### src/rtl/mul_pkg.sv
// Shared types and constants for the sequential shift-and-add multiplier.
package mul_pkg;

    localparam int unsigned MUL_WIDTH = 32;
    localparam int unsigned MUL_CNT_W = 6;

    typedef enum logic [1:0] {
        IDLE,
        BUSY,
        DONE
    } mul_state_t;

endpackage

### src/rtl/adder32.sv
// 32-bit ripple-carry adder with carry-out; one iteration add of the multiplier.
module adder32
    import mul_pkg::*;
(
    input  logic [MUL_WIDTH-1:0] a,
    input  logic [MUL_WIDTH-1:0] b,
    output logic [MUL_WIDTH-1:0] sum,
    output logic                 carry_out
);

    logic w_carry;

    always_comb begin
        w_carry = 1'b0;
        sum     = '0;
        for (int i = 0; i < int'(MUL_WIDTH); i++) begin
            sum[i]  = a[i] ^ b[i] ^ w_carry;
            w_carry = (a[i] & b[i]) | (w_carry & (a[i] ^ b[i]));
        end
        carry_out = w_carry;
    end

endmodule

### src/rtl/seq_mul32.sv
// Unsigned 32x32->64 shift-and-add multiplier, one ripple add per clock,
// valid/ready handshake on operand and product sides.
module seq_mul32
    import mul_pkg::*;
#(
    parameter int unsigned WIDTH = MUL_WIDTH
) (
    input  logic               clk,
    input  logic               rst_n,
    input  logic               in_valid,
    output logic               in_ready,
    input  logic [WIDTH-1:0]   a,
    input  logic [WIDTH-1:0]   b,
    output logic               out_valid,
    input  logic               out_ready,
    output logic [2*WIDTH-1:0] product,
    output logic               busy
);

    localparam int unsigned CNT_W = MUL_CNT_W;

    mul_state_t       r_state;
    mul_state_t       w_state_d;
    logic [WIDTH-1:0] r_acc_hi;
    logic [WIDTH-1:0] r_acc_lo;
    logic [WIDTH-1:0] r_mcand;
    logic [CNT_W-1:0] r_cnt;
    logic [WIDTH-1:0] w_addend;
    logic [WIDTH-1:0] w_sum;
    logic             w_carry;

    // Addend forced to zero rather than left undriven when the multiplier bit is clear.
    assign w_addend = r_acc_lo[0] ? r_mcand : '0;

    adder32 u_adder32 (
        .a         (r_acc_hi),
        .b         (w_addend),
        .sum       (w_sum),
        .carry_out (w_carry)
    );

    always_comb begin
        w_state_d = r_state;
        in_ready  = 1'b0;
        out_valid = 1'b0;
        busy      = 1'b1;
        case (r_state)
            IDLE: begin
                in_ready = 1'b1;
                busy     = 1'b0;
                if (in_valid) w_state_d = BUSY;
            end
            BUSY: begin
                if (r_cnt == CNT_W'(WIDTH - 1)) w_state_d = DONE;
            end
            DONE: begin
                out_valid = 1'b1;
                if (out_ready) w_state_d = IDLE;
            end
            default: w_state_d = IDLE;
        endcase
    end

    assign product = {r_acc_hi, r_acc_lo};

    always_ff @(posedge clk or negedge rst_n) begin
        if (!rst_n) begin
            r_state  <= IDLE;
            r_acc_hi <= '0;
            r_acc_lo <= '0;
            r_mcand  <= '0;
            r_cnt    <= '0;
        end else begin
            r_state <= w_state_d;
            case (r_state)
                IDLE: begin
                    if (in_valid) begin
                        r_mcand  <= a;
                        r_acc_hi <= '0;
                        r_acc_lo <= b;
                        r_cnt    <= '0;
                    end
                end
                BUSY: begin
                    // Carry-out becomes the top bit of the right-shifted accumulator.
                    r_acc_hi <= {w_carry, w_sum[WIDTH-1:1]};
                    r_acc_lo <= {w_sum[0], r_acc_lo[WIDTH-1:1]};
                    r_cnt    <= r_cnt + 1'b1;
                end
                default: ;
            endcase
        end
    end

endmodule

### config.mk
export PLATFORM = sky130hd
export DESIGN_NAME = seq_mul32
export DESIGN_NICKNAME = d
export VERILOG_FILES = /design/src/rtl/mul_pkg.sv /design/src/rtl/adder32.sv /design/src/rtl/seq_mul32.sv
export SDC_FILE = /design/constraint.sdc
export NUM_CORES = 1
export LEC_CHECK = 0
export CAP_MARGIN = 5
export CORE_MARGIN = 4
export CORE_UTILIZATION = 49
export CTS_CLUSTER_DIAMETER = 200
export CTS_CLUSTER_SIZE = 10
export DETAILED_ROUTE_END_ITERATION = 8
export GPL_TIMING_DRIVEN = 0
export PLACE_DENSITY_LB_ADDON = 0.15
export SLEW_MARGIN = 10
export SYNTH_ARGS = -nofsm -noshare
export SYNTH_HDL_FRONTEND = slang
export SYNTH_HIERARCHICAL = 1
export SYNTH_SLANG_ARGS = --single-unit
### constraint.sdc
create_clock -name clk -period 16.38 [get_ports clk]
set_input_delay 1.638 -clock clk [delete_from_list [all_inputs] [get_ports clk]]
set_output_delay 1.638 -clock clk [all_outputs]
set_load 0.02 [all_outputs]
**After elaboration in Yosys (flattened, before gate mapping)**

Index checks and enable logic that the tools add are counted.

- Register bits: 104
- Input bits: 68
- Output and inout bits: 67
- Word-level logic and storage cells: 188

- $add $sub $neg: 1
- Equal/unequal tests: 6
- Mux-type cells: 14
- Bitwise operators: 157
- Reductions and logical operators: 5

Operators by type and width:

| operator | number |
|---|---|
| 32-bit case mux with 2 select lines | 2 |
| 32-bit two-way mux | 3 |
| 1-bit bitwise AND | 63 |
| 1-bit XOR | 63 |
| 1-bit OR | 31 |
| 6-bit case mux with 2 select lines | 1 |
| 6-bit by 1-bit adder with 6-bit output (second input constant) | 1 |
| 6-bit by 5-bit equality test with 1-bit output (second input constant) | 1 |
| 2-bit two-way mux | 3 |
| 6-bit two-way mux | 1 |
| 2-bit inequality test (second input constant) | 3 |
| 2-bit case mux with 3 select lines | 1 |
| 2-bit AND reduction | 2 |
| 1-bit two-way mux | 3 |
| 3-bit AND reduction | 1 |
| 2-bit by 1-bit equality test with 1-bit output (second input constant) | 1 |
| 2-bit equality test (second input constant) | 1 |
| 2-bit zero test | 1 |
| 2-bit nonzero test | 1 |

**Depth between registers and ports, before layout**

- Depth in word-level cells: 65
- Depth in mapped cells: 39
- Depth with buffers taken out: 39

**Cells and area by module**

Netlist, hierarchy kept.

By module, submodules not included:

| module | times used | cells an instance | area each (µm²) | sequential area each (µm²) |
|---|---|---|---|---|
| seq_mul32 | 1 | 428 | 4,647.0 | 2,602.5 |
| adder32 | 1 | 42 | 670.6 | 0.0 |

**Worst setup path before layout**

OpenSTA, ideal clock, no wires.

- Kind: register to register
- Start: register r_acc_lo[0]
- End: register r_acc_hi[30]
- Data arrival time: 12.622 ns
- Setup slack: 3.676 ns
- Cell stages (with the launch flop): 40
- Buffers on the path: 0
- Path through: dfrtp_1 -> and2_1 -> ha_1 -> fa_1 -> fa_1 -> fa_1 -> fa_1 -> fa_1 -> fa_1 -> fa_1 -> fa_1 -> fa_1 -> fa_1 -> fa_1 -> fa_1 -> fa_1 -> fa_1 -> fa_1 -> [4 not listed] -> fa_1 -> fa_1 -> fa_1 -> fa_1 -> fa_1 -> fa_1 -> fa_1 -> fa_1 -> fa_1 -> fa_1 -> fa_1 -> fa_1 -> fa_1 -> inv_1 -> fa_1 -> inv_1 -> nand2_1 -> o21ai_0

- Cells in the longest elaborated chain, start to end: 64

Ends and longest elaborated chain:

| element | RTL line | RTL |
|---|---|---|
| start: declaration | seq_mul32.sv:25 | `logic [WIDTH-1:0] r_acc_lo;` |
| start signal: assignment | seq_mul32.sv:87 | `r_acc_lo <= {w_sum[0], r_acc_lo[WIDTH-1:1]};` |
| 32-bit two-way mux | seq_mul32.sv:33 | `assign w_addend = r_acc_lo[0] ? r_mcand : '0;` |
| net w_addend[0] | seq_mul32.sv:28 | `logic [WIDTH-1:0] w_addend;` |
| 1-bit bitwise AND (2 in a row) | adder32.sv:18 | `w_carry = (a[i] & b[i]) \| (w_carry & (a[i] ^ b[i]));` |
| 1-bit OR | adder32.sv:18 |  |
| 1-bit bitwise AND | adder32.sv:18 |  |
| 1-bit OR | adder32.sv:18 |  |
| 1-bit bitwise AND | adder32.sv:18 |  |
| 1-bit OR | adder32.sv:18 |  |
| [49 not listed] | -- |  |
| 1-bit OR | adder32.sv:18 |  |
| 1-bit bitwise AND | adder32.sv:18 |  |
| 1-bit OR | adder32.sv:18 |  |
| 1-bit bitwise AND | adder32.sv:18 |  |
| 1-bit OR | adder32.sv:18 |  |
| 1-bit XOR | adder32.sv:17 | `sum[i] = a[i] ^ b[i] ^ w_carry;` |
| net w_sum[31] | seq_mul32.sv:29 | `logic [WIDTH-1:0] w_sum;` |
| 32-bit case mux with 2 select lines | seq_mul32.sv:75 | `case (r_state)` |
| end signal: assignment | seq_mul32.sv:86 | `r_acc_hi <= {w_carry, w_sum[WIDTH-1:1]};` |
| end: declaration | seq_mul32.sv:24 | `logic [WIDTH-1:0] r_acc_hi;` |

The timed path passes the listed nets, and every way through them passes these cells.
A chain may end at the register's enable or synchronous reset.

**Final worst setup path**

Ends and elaborated chain as after synthesis.

==> results.md <==
* Synth-to-Final Area Change at 31.9%
* Slew Limit Fails at 0
* WL final at 12,200 µm
* Min Tclk post-route at 13,450 ps
* Drt first pass iters at 4
* Post-Syn Nets at 571
* CP peak stage delay at 480 ps
* Power share of the clock group at 10.4%
* Hpwl dp at 9050 µm
* Vias at 3,921
* Pwr Density at 192 nW/µm²
* Synth top area share at 48.9%
* Antenna viol nets, final at 0
* Syn Area/Cell at 11.3 µm²
* Largest family of logic cells by synthesized area: simple AND/OR/NAND/NOR gates
* Per-cell routed wire length at 16.1 µm
* Hold buffer count at cts at 0
* CTS tree: done
* Internal power at 0.808 mW
* Synth Area in Adders at 12.1%
* Simple-Gate Fraction of Synth Area at 13.0%
* Maximum vdd drop at 0.0912 mV
* Vias in the first global route at 4,200
* IO Count at 135
* CP Capture Type: flop
* RD Place Congestion at 0.799
* Critical Path RT at 16,670 ps
* Number of post-CTS setup repair buffers at 0
* Combinational power share at 52.8%
* Initial drt markers at 201
* Yosys warns at 6
* Non-Filler Instances at 755
* Largest net degree at the start of global routing at 76
* Die Footprint at 12,600 µm²
* Critical-path top delay cell: dfrtp_1
* Top area cells in the synthesized netlist: dfrtp_1, fa_1, mux2_4
* Initial Util at 50.8%
* Worst Path Arrival at 13,740 ps
* Share of cells above drive strength 1 at 11.6%
* Post_cts resized at 0
* Total power at 1.35 mW
* Drt drc at 0
* IO Port Bufs at 134
* Gr ovfl total at 0
* Setup ws final at 2930 ps
* Post-DP Area at 6860 µm²
* Period utilization at 82.1%
* Worst hold path type: reg -> reg
* Synthesized instance count at 470
* Clk pin slew, worst setup/hold paths at 90 ps
* Total negative slack at 0 ps
* Max cap viols at 0
* Commonest cells in the netlist: dfrtp_1, nand2_1, o21ai_0, a22oi_1, and2_1
* Synth Area in Compound Gates at 11.5%
* Startpoint types: flop
* Sequential Power Share at 36.8%
* Die Wd at 112 µm
* CP delay by family, top: adder cells
* Post-Place Cells at 741
* Sw power at 0.539 mW
* DP Worst Slack at 3010 ps
* Hold Vio Cnt, Final at 0
* Xor-xnor portion of the synthesized cell area at 0.165%
* Mapped Area at 5320 µm²
* Vias/cell at 5.19
* DIE HEIGHT at 112 µm
* LEAKAGE at 3.03 nW
* Unrepaired setup endpoints after global routing: no
* Ys flop type: dfrtp_1
* Total Routing Usage GR at 20.5%
* Clk_lat worst skew at 360 ps
* Clock tree buffer depth at 2
* CP bufs+invs at 4
* Fill cell count at 850
* Worst slew margin at 68.5%
* Sink Count at 104
* Sw Ratio at 40.0%
* Root buffer cell: clkbuf_8
* Yosys top cell by area: dfrtp_1
* Fin nets at 717
* CORE AREA at 10,500 µm²
* Seq/Total Area, Yosys at 48.9%
* CTS buffer count at 9
* Mux share of post-synthesis cell area at 8.99%
* Slew @ Worst Pin at 472 ps
* #FFs+latches synth at 104
* Maximum clock rate at 74.3 MHz
* Ys async rst share at 100%
* Synth cell types at 31
* Hold WS at 493 ps
* Clock Skew at 8.19 ps
* Final cell area excluding filler cells at 7010 µm²
* Row Count at 37
* Initial antenna violation count at 1
* EDFF count, synth at 0
* Final setup vio count at 0
* Critical path fanouts, max at 7
* WS Path Type: reg -> reg
* Status: completed
* Fin util at 67.0%
* Global-route wire length before repair at 21,000 µm
* CTS H-tree depth at 3
* Antenna Cells at 0
* Crit path top cell by count: fa_1
* Most frequent cell after synthesis: dfrtp_1
[cell families (layout without fill, tap and decap cells)]
group	Yosys count	count (layout)
compound gates	103	103
xor+xnor	1	1
fa+ha+maj	33	33
buf+inv	45	194
flops	104	104
mux	34	34
simple gates	150	150
[layout by cell type (no fill, tap or decap)]
cell type / n
a21oi_1: 1
a22o_1: 2
a22oi_1: 32
and2_1: 32
buf_12: 2
buf_16: 1
buf_2: 11
buf_4: 4
buf_6: 6
buf_8: 1
clkbuf_1: 13
clkbuf_8: 10
clkdlybuf4s50_1: 133
clkinv_2: 1
dfrtp_1: 104
fa_1: 31
ha_1: 2
inv_1: 12
mux2_2: 6
mux2_4: 26
mux2i_1: 2
nand2_1: 103
nand2b_1: 2
nand2b_4: 1
nand3_1: 4
nor2b_1: 3
nor3_1: 2
nor3b_4: 1
o21ai_0: 58
o21ai_1: 8
o21bai_2: 1
o22ai_1: 1
or2_2: 1
or3_1: 1
xor2_1: 1
[per-layer routing]
| layer | up-vias | track usage [%] | part of all wire (%) |
|---|---|---|---|
| met2 | 121 | 33.0 | 49 |
| met1 | 1938 | 27.1 | 44 |
| met5 | - | 0 | 0.11 |
| li1 | 1850 | - | - |
| met4 | 2 | 4.09 | 0.99 |
| met3 | 10 | 7.44 | 6.6 |
[registers in the layout, indices dropped and copies added (netlist names)]
name      count
r_acc_hi     32
r_acc_lo     32
r_mcand      32
r_cnt         6
r_state       2
[layout make-up]
type	instances	area (µm²)	area share [%]
plain buffers	33	234	3.34
clock buffers	13	149	2.12
clock inverters	1	5.00	0.0714
inverters	12	45.0	0.642
multi-input cells	321	2440	34.7
flip-flops and latches	104	2600	37.1
well taps	136	170	2.43
repair buffers	135	1370	19.5
[path summary, 6_finish.rpt]
path | start | end | slack (ps) | cells past startpoint
worst min-delay path | r_cnt[5]$_DFFE_PN0P_ | r_cnt[5]$_DFFE_PN0P_ | 490 | 1
worst min register to register | r_cnt[5]$_DFFE_PN0P_ | r_cnt[5]$_DFFE_PN0P_ | 490 | 1
min in group asynchronous | rst_n | r_mcand[29]$_DFFE_PN0P_ | 1140 | 1
max in group asynchronous | rst_n | r_acc_lo[19]$_DFFE_PN0P_ | 14590 | 2
worst max register to register | r_acc_lo[0]$_DFFE_PN0P_ | r_acc_hi[30]$_DFFE_PN0P_ | 2930 | 39
worst max-delay path | r_acc_lo[0]$_DFFE_PN0P_ | r_acc_hi[30]$_DFFE_PN0P_ | 2930 | 39
[power groups by stage]
| stage | logic, mW | clock network [mW] | registers (mW) |
|---|---|---|---|
| after floorplan | 0.357 | 0 | 0.568 |
| after global placement | 0.690 | 0 | 0.496 |
| after detailed placement | 0.716 | 0 | 0.497 |
| after CTS | 0.720 | 0.143 | 0.497 |
| after global routing | 0.789 | 0.155 | 0.519 |
| final | 0.711 | 0.140 | 0.496 |
[worst register-to-register path: cells and delay by family, from the launching register on]
family	cells	cell delay, ps
flip-flops	1	480
buffers and inverters	4	270
AO/OA/AOI/OAI	1	60
adder cells (fa/ha/maj)	32	12360
AND/OR/NAND/NOR	2	230
No activity file was read; power rests on OpenSTA's default activity.
